<file path="config.mk">
export PLATFORM = sky130hd
export DESIGN_NAME = alu_arbiter
export DESIGN_NICKNAME = d
export VERILOG_FILES = /design/src/rtl/alu_arbiter_pkg.sv /design/src/rtl/rr_arb2.sv /design/src/rtl/alu_arbiter.sv
export SDC_FILE = /design/constraint.sdc
export NUM_CORES = 1
export LEC_CHECK = 0
export BUFFER_PORTS_ARGS = -buffer_cell sky130_fd_sc_hd__clkbuf_2
export CAP_MARGIN = 10
export CORE_AREA = 5 5 105 107
export DETAILED_ROUTE_END_ITERATION = 8
export DIE_AREA = 0 0 110 112
export PLACE_DENSITY_LB_ADDON = 0.15
export RECOVER_POWER = 50
export REMOVE_ABC_BUFFERS = 1
export SYNTH_ARGS = -nofsm -noshare
export SYNTH_HDL_FRONTEND = slang
export SYNTH_SLANG_ARGS = --single-unit
</file>
<file path="constraint.sdc">
create_clock -name clk -period 1.8 [get_ports clk]
set_input_delay 0.36 -clock clk [delete_from_list [all_inputs] [get_ports clk]]
set_output_delay 0.36 -clock clk [all_outputs]
set_load 0.02 [all_outputs]
</file>
<file path="src/rtl/alu_arbiter_pkg.sv">
// Shared definitions for the ALU arbiter slice: ALU op codes, flag bit
// positions and the response-register state encoding.
package alu_arbiter_pkg;

   // ALU operation codes driven on alu_ctrl
   localparam logic [1:0] ALU_ADD = 2'b00;
   localparam logic [1:0] ALU_SUB = 2'b01;
   localparam logic [1:0] ALU_AND = 2'b10;
   localparam logic [1:0] ALU_OR  = 2'b11;

   // Bit positions of the architectural flags inside the {N,Z,C,V} nibble
   localparam int FLAG_N = 3;
   localparam int FLAG_Z = 2;
   localparam int FLAG_C = 1;
   localparam int FLAG_V = 0;

   // One-entry response register occupancy
   typedef enum logic {
      ST_EMPTY = 1'b0,
      ST_FULL  = 1'b1
   } rsp_state_e;

endpackage : alu_arbiter_pkg

</file>
<file path="src/rtl/rr_arb2.sv">
// Two-way round-robin grant logic. Purely combinational: the priority
// pointer is owned by the caller, which advances it on each issue.
module rr_arb2 (
   input  logic [1:0] req,
   input  logic       ptr,
   input  logic       enable,
   output logic [1:0] grant
);

   // Grant a lone requester outright; break a tie with the pointer owner
   always_comb begin
      // NOTE: every output of a combinational block gets a default first so no path leaves it unassigned and infers a latch.
      grant = 2'b00;
      if (enable) begin
         case (req)
            2'b01:   grant = 2'b01;
            2'b10:   grant = 2'b10;
            2'b11:   grant = ptr ? 2'b10 : 2'b01;
            default: grant = 2'b00;
         endcase
      end
   end

endmodule : rr_arb2

</file>
<file path="src/rtl/alu_arbiter.sv">
// Shares one external 32-bit ALU between two requesters. Arbitrates with a
// round-robin pointer, drives the ALU with the winner's operands, captures
// the result in a one-entry response register and maintains NZCV flags.
module alu_arbiter
   import alu_arbiter_pkg::*;
#(
   parameter int WIDTH   = 32,
   parameter bit RR_INIT = 1'b0
) (
   input  logic             clk,
   input  logic             rst_n,
   input  logic [1:0]       req_valid,
   output logic [1:0]       req_ready,
   input  logic [WIDTH-1:0] req0_a,
   input  logic [WIDTH-1:0] req0_b,
   input  logic [1:0]       req0_ctrl,
   input  logic             req0_setf,
   input  logic [WIDTH-1:0] req1_a,
   input  logic [WIDTH-1:0] req1_b,
   input  logic [1:0]       req1_ctrl,
   input  logic             req1_setf,
   output logic [WIDTH-1:0] alu_a,
   output logic [WIDTH-1:0] alu_b,
   output logic [1:0]       alu_ctrl,
   input  logic [WIDTH-1:0] alu_result,
   input  logic             alu_n,
   input  logic             alu_z,
   input  logic             alu_c,
   input  logic             alu_v,
   output logic             rsp_valid,
   input  logic             rsp_ready,
   output logic             rsp_id,
   output logic [WIDTH-1:0] rsp_result,
   output logic [3:0]       flags
);

   rsp_state_e       r_state;
   rsp_state_e       w_state_nxt;
   logic             r_ptr;
   logic             r_rsp_id;
   logic [WIDTH-1:0] r_rsp_result;
   logic [3:0]       r_flags;

   logic             w_can_accept;
   logic [1:0]       w_grant;
   logic             w_issue;
   logic             w_issue_id;
   logic             w_setf;
   logic [WIDTH-1:0] w_alu_a;
   logic [WIDTH-1:0] w_alu_b;
   logic [1:0]       w_alu_ctrl;

   // The register can take a new result when empty, or when the held one
   // leaves on this same edge. rsp_ready only reaches req_ready, never rsp_*.
   assign w_can_accept = (r_state == ST_EMPTY) || rsp_ready;

   // Gating with rst_n keeps requests from being accepted during reset
   rr_arb2 u_rr_arb2 (
      .req    (req_valid),
      .ptr    (r_ptr),
      .enable (w_can_accept & rst_n),
      .grant  (w_grant)
   );

   assign req_ready  = w_grant;
   assign w_issue    = |w_grant;
   assign w_issue_id = w_grant[1];

   // Route the granted requester's fields to the ALU, zeros when idle
   always_comb begin
      w_alu_a    = '0;
      w_alu_b    = '0;
      w_alu_ctrl = ALU_ADD;
      w_setf     = 1'b0;
      if (w_grant[0]) begin
         w_alu_a    = req0_a;
         w_alu_b    = req0_b;
         w_alu_ctrl = req0_ctrl;
         w_setf     = req0_setf;
      end else if (w_grant[1]) begin
         w_alu_a    = req1_a;
         w_alu_b    = req1_b;
         w_alu_ctrl = req1_ctrl;
         w_setf     = req1_setf;
      end
   end

   assign alu_a    = w_alu_a;
   assign alu_b    = w_alu_b;
   assign alu_ctrl = w_alu_ctrl;

   // Response-register occupancy: fill on issue, drain when consumed alone
   always_comb begin
      w_state_nxt = r_state;
      case (r_state)
         ST_EMPTY: if (w_issue)               w_state_nxt = ST_FULL;
         ST_FULL:  if (rsp_ready && !w_issue) w_state_nxt = ST_EMPTY;
         default:  w_state_nxt = ST_EMPTY;
      endcase
   end

   // Occupancy state register with synchronous reset
   always_ff @(posedge clk) begin
      // NOTE: clocked state uses non-blocking assignments so every flop samples pre-edge values regardless of block order.
      if (!rst_n) r_state <= ST_EMPTY;
      else        r_state <= w_state_nxt;
   end

   // Capture result, requester id, pointer and flags on each issue
   always_ff @(posedge clk) begin
      if (!rst_n) begin
         r_rsp_id     <= 1'b0;
         r_rsp_result <= '0;
         r_flags      <= 4'b0000;
         r_ptr        <= RR_INIT;
      end else if (w_issue) begin
         r_rsp_id     <= w_issue_id;
         r_rsp_result <= alu_result;
         r_ptr        <= ~w_issue_id;
         if (w_setf) begin
            r_flags[FLAG_N] <= alu_n;
            r_flags[FLAG_Z] <= alu_z;
            r_flags[FLAG_C] <= alu_c;
            r_flags[FLAG_V] <= alu_v;
         end
      end
   end

   assign rsp_valid  = (r_state == ST_FULL);
   assign rsp_id     = r_rsp_id;
   assign rsp_result = r_rsp_result;
   assign flags      = r_flags;

endmodule : alu_arbiter

</file>
==> summary.md <==
| Metric | Value |
|---|---|
| Worst Slack Setup Final | `-174 ps` |
| RR Startpoint | `r_ptr` |
| Routed length per instance | `19.4 um` |
| Largest net degree at the start of global routing | `56` |
| # hold bufs at CTS | `0` |
| Die W | `110 um` |
| EDFF count, synth | `0` |
| Die ar. | `12,300 um2` |
| Num CTS Buffers | `5` |
| Fin area | `4440 um2` |
| Seq/Total Area, Yosys | `36.0%` |
| Beginning of the critical path | `r_ptr` |
| Cell taking the most area after synthesis | `dfxtp_1` |
| Hold Path Origin | `alu_result[13]` |
| Max Freq | `0.507 GHz` |
| Core Rows | `37` |
| Post-Route WL | `13.0 mm` |
| Antenna violations before repair | `2` |
| Sequential power share | `36.3%` |
| H-tree depth | `2` |
| Final ANT Viol Nets | `0` |
| Crit share post-route | `110%` |
| Io pins | `281` |
| Routed vias | `3,096` |
| Min-delay worst type | `in2reg` |
| Die Y | `112 um` |
| Combinational power share | `41.4%` |
| Crit start category | `flop` |
| Final slew viol count | `0` |
| N_diodes | `0` |
| Synth top area share | `36.0%` |
| Reg2Reg Setup Slack | `250 ps` |
| GRT Util Overall | `18.3%` |
| Critical Path End Type | `output pin` |
| Synth cell types | `18` |
| Synth Flop Type | `dfxtp_1` |
| Clock root buffer | `clkbuf_8` |
| Worst-path clk slew | `80 ps` |
| Global-route wire length before repair | `17.2 mm` |
| Pint | `1.73 mW` |
| Mapped Cells | `253` |
| Synth Area per Inst | `8.58 um2` |
| Pre-antenna DRT Iters | `4` |
| Peak supply drop | `0.348 mV` |
| Remaining DRCs | `0` |
| Core area | `10,000 um2` |
| Yosys warnings | `0` |
| Status | `finished with violations` |
| Tot Pwr | `2.59 mW` |
| Pleak | `2.20 nW` |
| Later-pin clock latency in the skew report | `290 ps` |
| Worst r2r dst | `flags[2]` |
| Max_cap viols | `0` |
| Hold Vio Cnt, Final | `0` |
| Total gr overflow | `0` |
| Port bufs | `280` |
| Switch Pwr | `868 uW` |
| Net count, final | `706` |
| CTS Buffer Depth | `2` |
| Rel. slew slack | `73.9%` |
| Area added between synthesis and finish | `105%` |
| RePlAce Congestion | `0.892` |
| Worst Setup Path Type | `reg2out` |
| Cell Area, Placed | `3710 um2` |
| Worst R2R Path Depth | `6` |
| Minimum clock period after layout | `1970 ps` |
| CTS tree | `yes` |
| Hold Path End | `rsp_result[13]` |
| Initial Util | `21.6%` |
| Pre-CTS WS | `-49.6 ps` |
| Mapped cell area | `2170 um2` |
| Vias in the first global route | `3,020` |
| Setup violators final | `66` |
| Layout cell share with drive strength beyond 1 | `51.5%` |
| Setup Skew | `4.63 ps` |
| Failing checks | `setup timing` |
| Detailed Place HPWL | `9.49 mm` |
| FFs w/ async S/R, synth | `0%` |
| Cell Pwr Density | `584 nW/um2` |
| Worst Path Required | `1440 ps` |
| Final Core Density | `44.2%` |
| Commonest cells in the netlist | `nand2_1, a22o_1, dfxtp_1` |
| Worst EP arrival | `1610 ps` |
| Clock network fraction of design power | `22.3%` |
| CP Max Fanout | `14` |
| Top post-synthesis cells by area | `dfxtp_1, a22o_1, nand2_1` |
| Slew @ Worst Pin | `392 ps` |
| Hold depth | `3` |
| Top-count cell post-synth | `nand2_1` |
| Clock tree sinks | `39` |
| RSZ-0062 raised after global routing | `yes` |
| Number of vias per cell | `4.63` |
| Initial DRC count | `281` |
| #FFs+latches synth | `39` |
| Sw Share | `33.4%` |
==> layout by cell type, fill, tap and decap left out <==
| cell | synthesis | layout |
|---|---|---|
| dfxtp_1 | 39 | 37 |
| buf_6 | 4 | 2 |
| o211ai_1 | 1 | 1 |
| o2111a_2 | 0 | 1 |
| clkbuf_16 | 0 | 3 |
| clkinvlp_4 | 0 | 1 |
| a22o_1 | 66 | 65 |
| buf_12 | 0 | 6 |
| o21bai_1 | 1 | 1 |
| nand2_1 | 74 | 74 |
| dfxtp_2 | 0 | 2 |
| mux2i_1 | 4 | 4 |
| buf_16 | 0 | 1 |
| nor3b_1 | 1 | 1 |
| and4_4 | 0 | 1 |
| a21boi_0 | 33 | 33 |
| nand2b_4 | 1 | 1 |
| clkbuf_1 | 4 | 39 |
| o211a_1 | 1 | 1 |
| clkinv_2 | 0 | 1 |
| inv_1 | 1 | 1 |
| a22o_4 | 1 | 2 |
| buf_2 | 19 | 6 |
| buf_4 | 0 | 11 |
| nor2_1 | 1 | 1 |
| clkbuf_2 | 0 | 174 |
| clkbuf_8 | 0 | 61 |
| buf_8 | 0 | 1 |
==> flip-flops by register name, indices dropped and copies added (netlist names) <==
| name | count |
|---|---|
| rsp_id | 1 |
| flags | 4 |
| rsp_result | 32 |
| r_ptr | 1 |
| rsp_valid | 1 |
==> metal layers <==
| metal | up-vias | global-route usage, % | share of wire, % |
|---|---|---|---|
| li1 | 1474 | - | - |
| met1 | 1423 | 20.1 | 36 |
| met2 | 177 | 33.9 | 52 |
| met3 | 18 | 5.68 | 9.4 |
| met4 | 4 | 3.57 | 1.5 |
| met5 | - | 0 | 0.26 |
==> logic make-up (layout without fill, tap and decap cells) <==
kind of cell | Yosys count | count (layout) | synth area share (%)
AOI/OAI and AO/OA | 104 | 104 | 40.5
and+or+nand+nor | 78 | 78 | 14.4
DFF | 39 | 39 | 36.0
buffers and inverters | 28 | 307 | 7.32
muxes | 4 | 4 | 1.84
==> power by group through the flow <==
stage / Sequential (mW) / Clock [mW] / Combinational (mW)
2_1_floorplan: 1.02 / 0 / 0.367
3_3_place_gp: 0.960 / 0 / 0.872
3_5_place_dp: 0.962 / 0 / 0.875
4_1_cts: 0.942 / 0.611 / 1.04
5_1_grt: 0.948 / 0.646 / 1.14
6_report: 0.941 / 0.578 / 1.07
==> per-stage QoR <==
stage	hold WS, ps	setup TNS, ps	std cells
2_1_floorplan	487	-67880	226
3_3_place_gp	440	-60.5	650
3_5_place_dp	452	-97.2	650
4_1_cts	282	-9120	661
5_1_grt	288	-11490	668
6_report	296	-9150	668
==> how the worst max path moves through the flow <==
| stage | to | slack (ps) | depth (start not counted) |
|---|---|---|---|
| floorplan | alu_a[0] | -910 | 3 |
| global route | alu_a[28] | -190 | 5 |
| global placement | alu_b[6] | -30 | 6 |
| finish | alu_b[3] | -170 | 5 |
| detailed placement | alu_b[6] | -50 | 6 |
| CTS | alu_b[6] | -190 | 5 |
==> layout make-up <==
class / instances / area (um2)
fill: 1065 / 5600
timing repair buffer: 298 / 2160
multi-input combinational: 186 / 1240
sequential: 39 / 783
tap: 136 / 170
clock buffer: 6 / 72.6
clock inverter: 2 / 12.5
inverter: 1 / 3.75
==> worst max-delay path: stages (launching register included) <==
cell,delay [ps]
dfxtp_2,330
o2111a_2,280
buf_12,150
buf_12,150
a22o_1,260
clkbuf_8,160
==> timing repair <==
action	4_1_cts	5_1_grt
buffers inserted	2	3
cloned	1	5
setup endpoints to repair	67	67
gates resized for setup	118	21
pin swaps	2	36
Note: power is estimated with default switching activity, not from simulation.
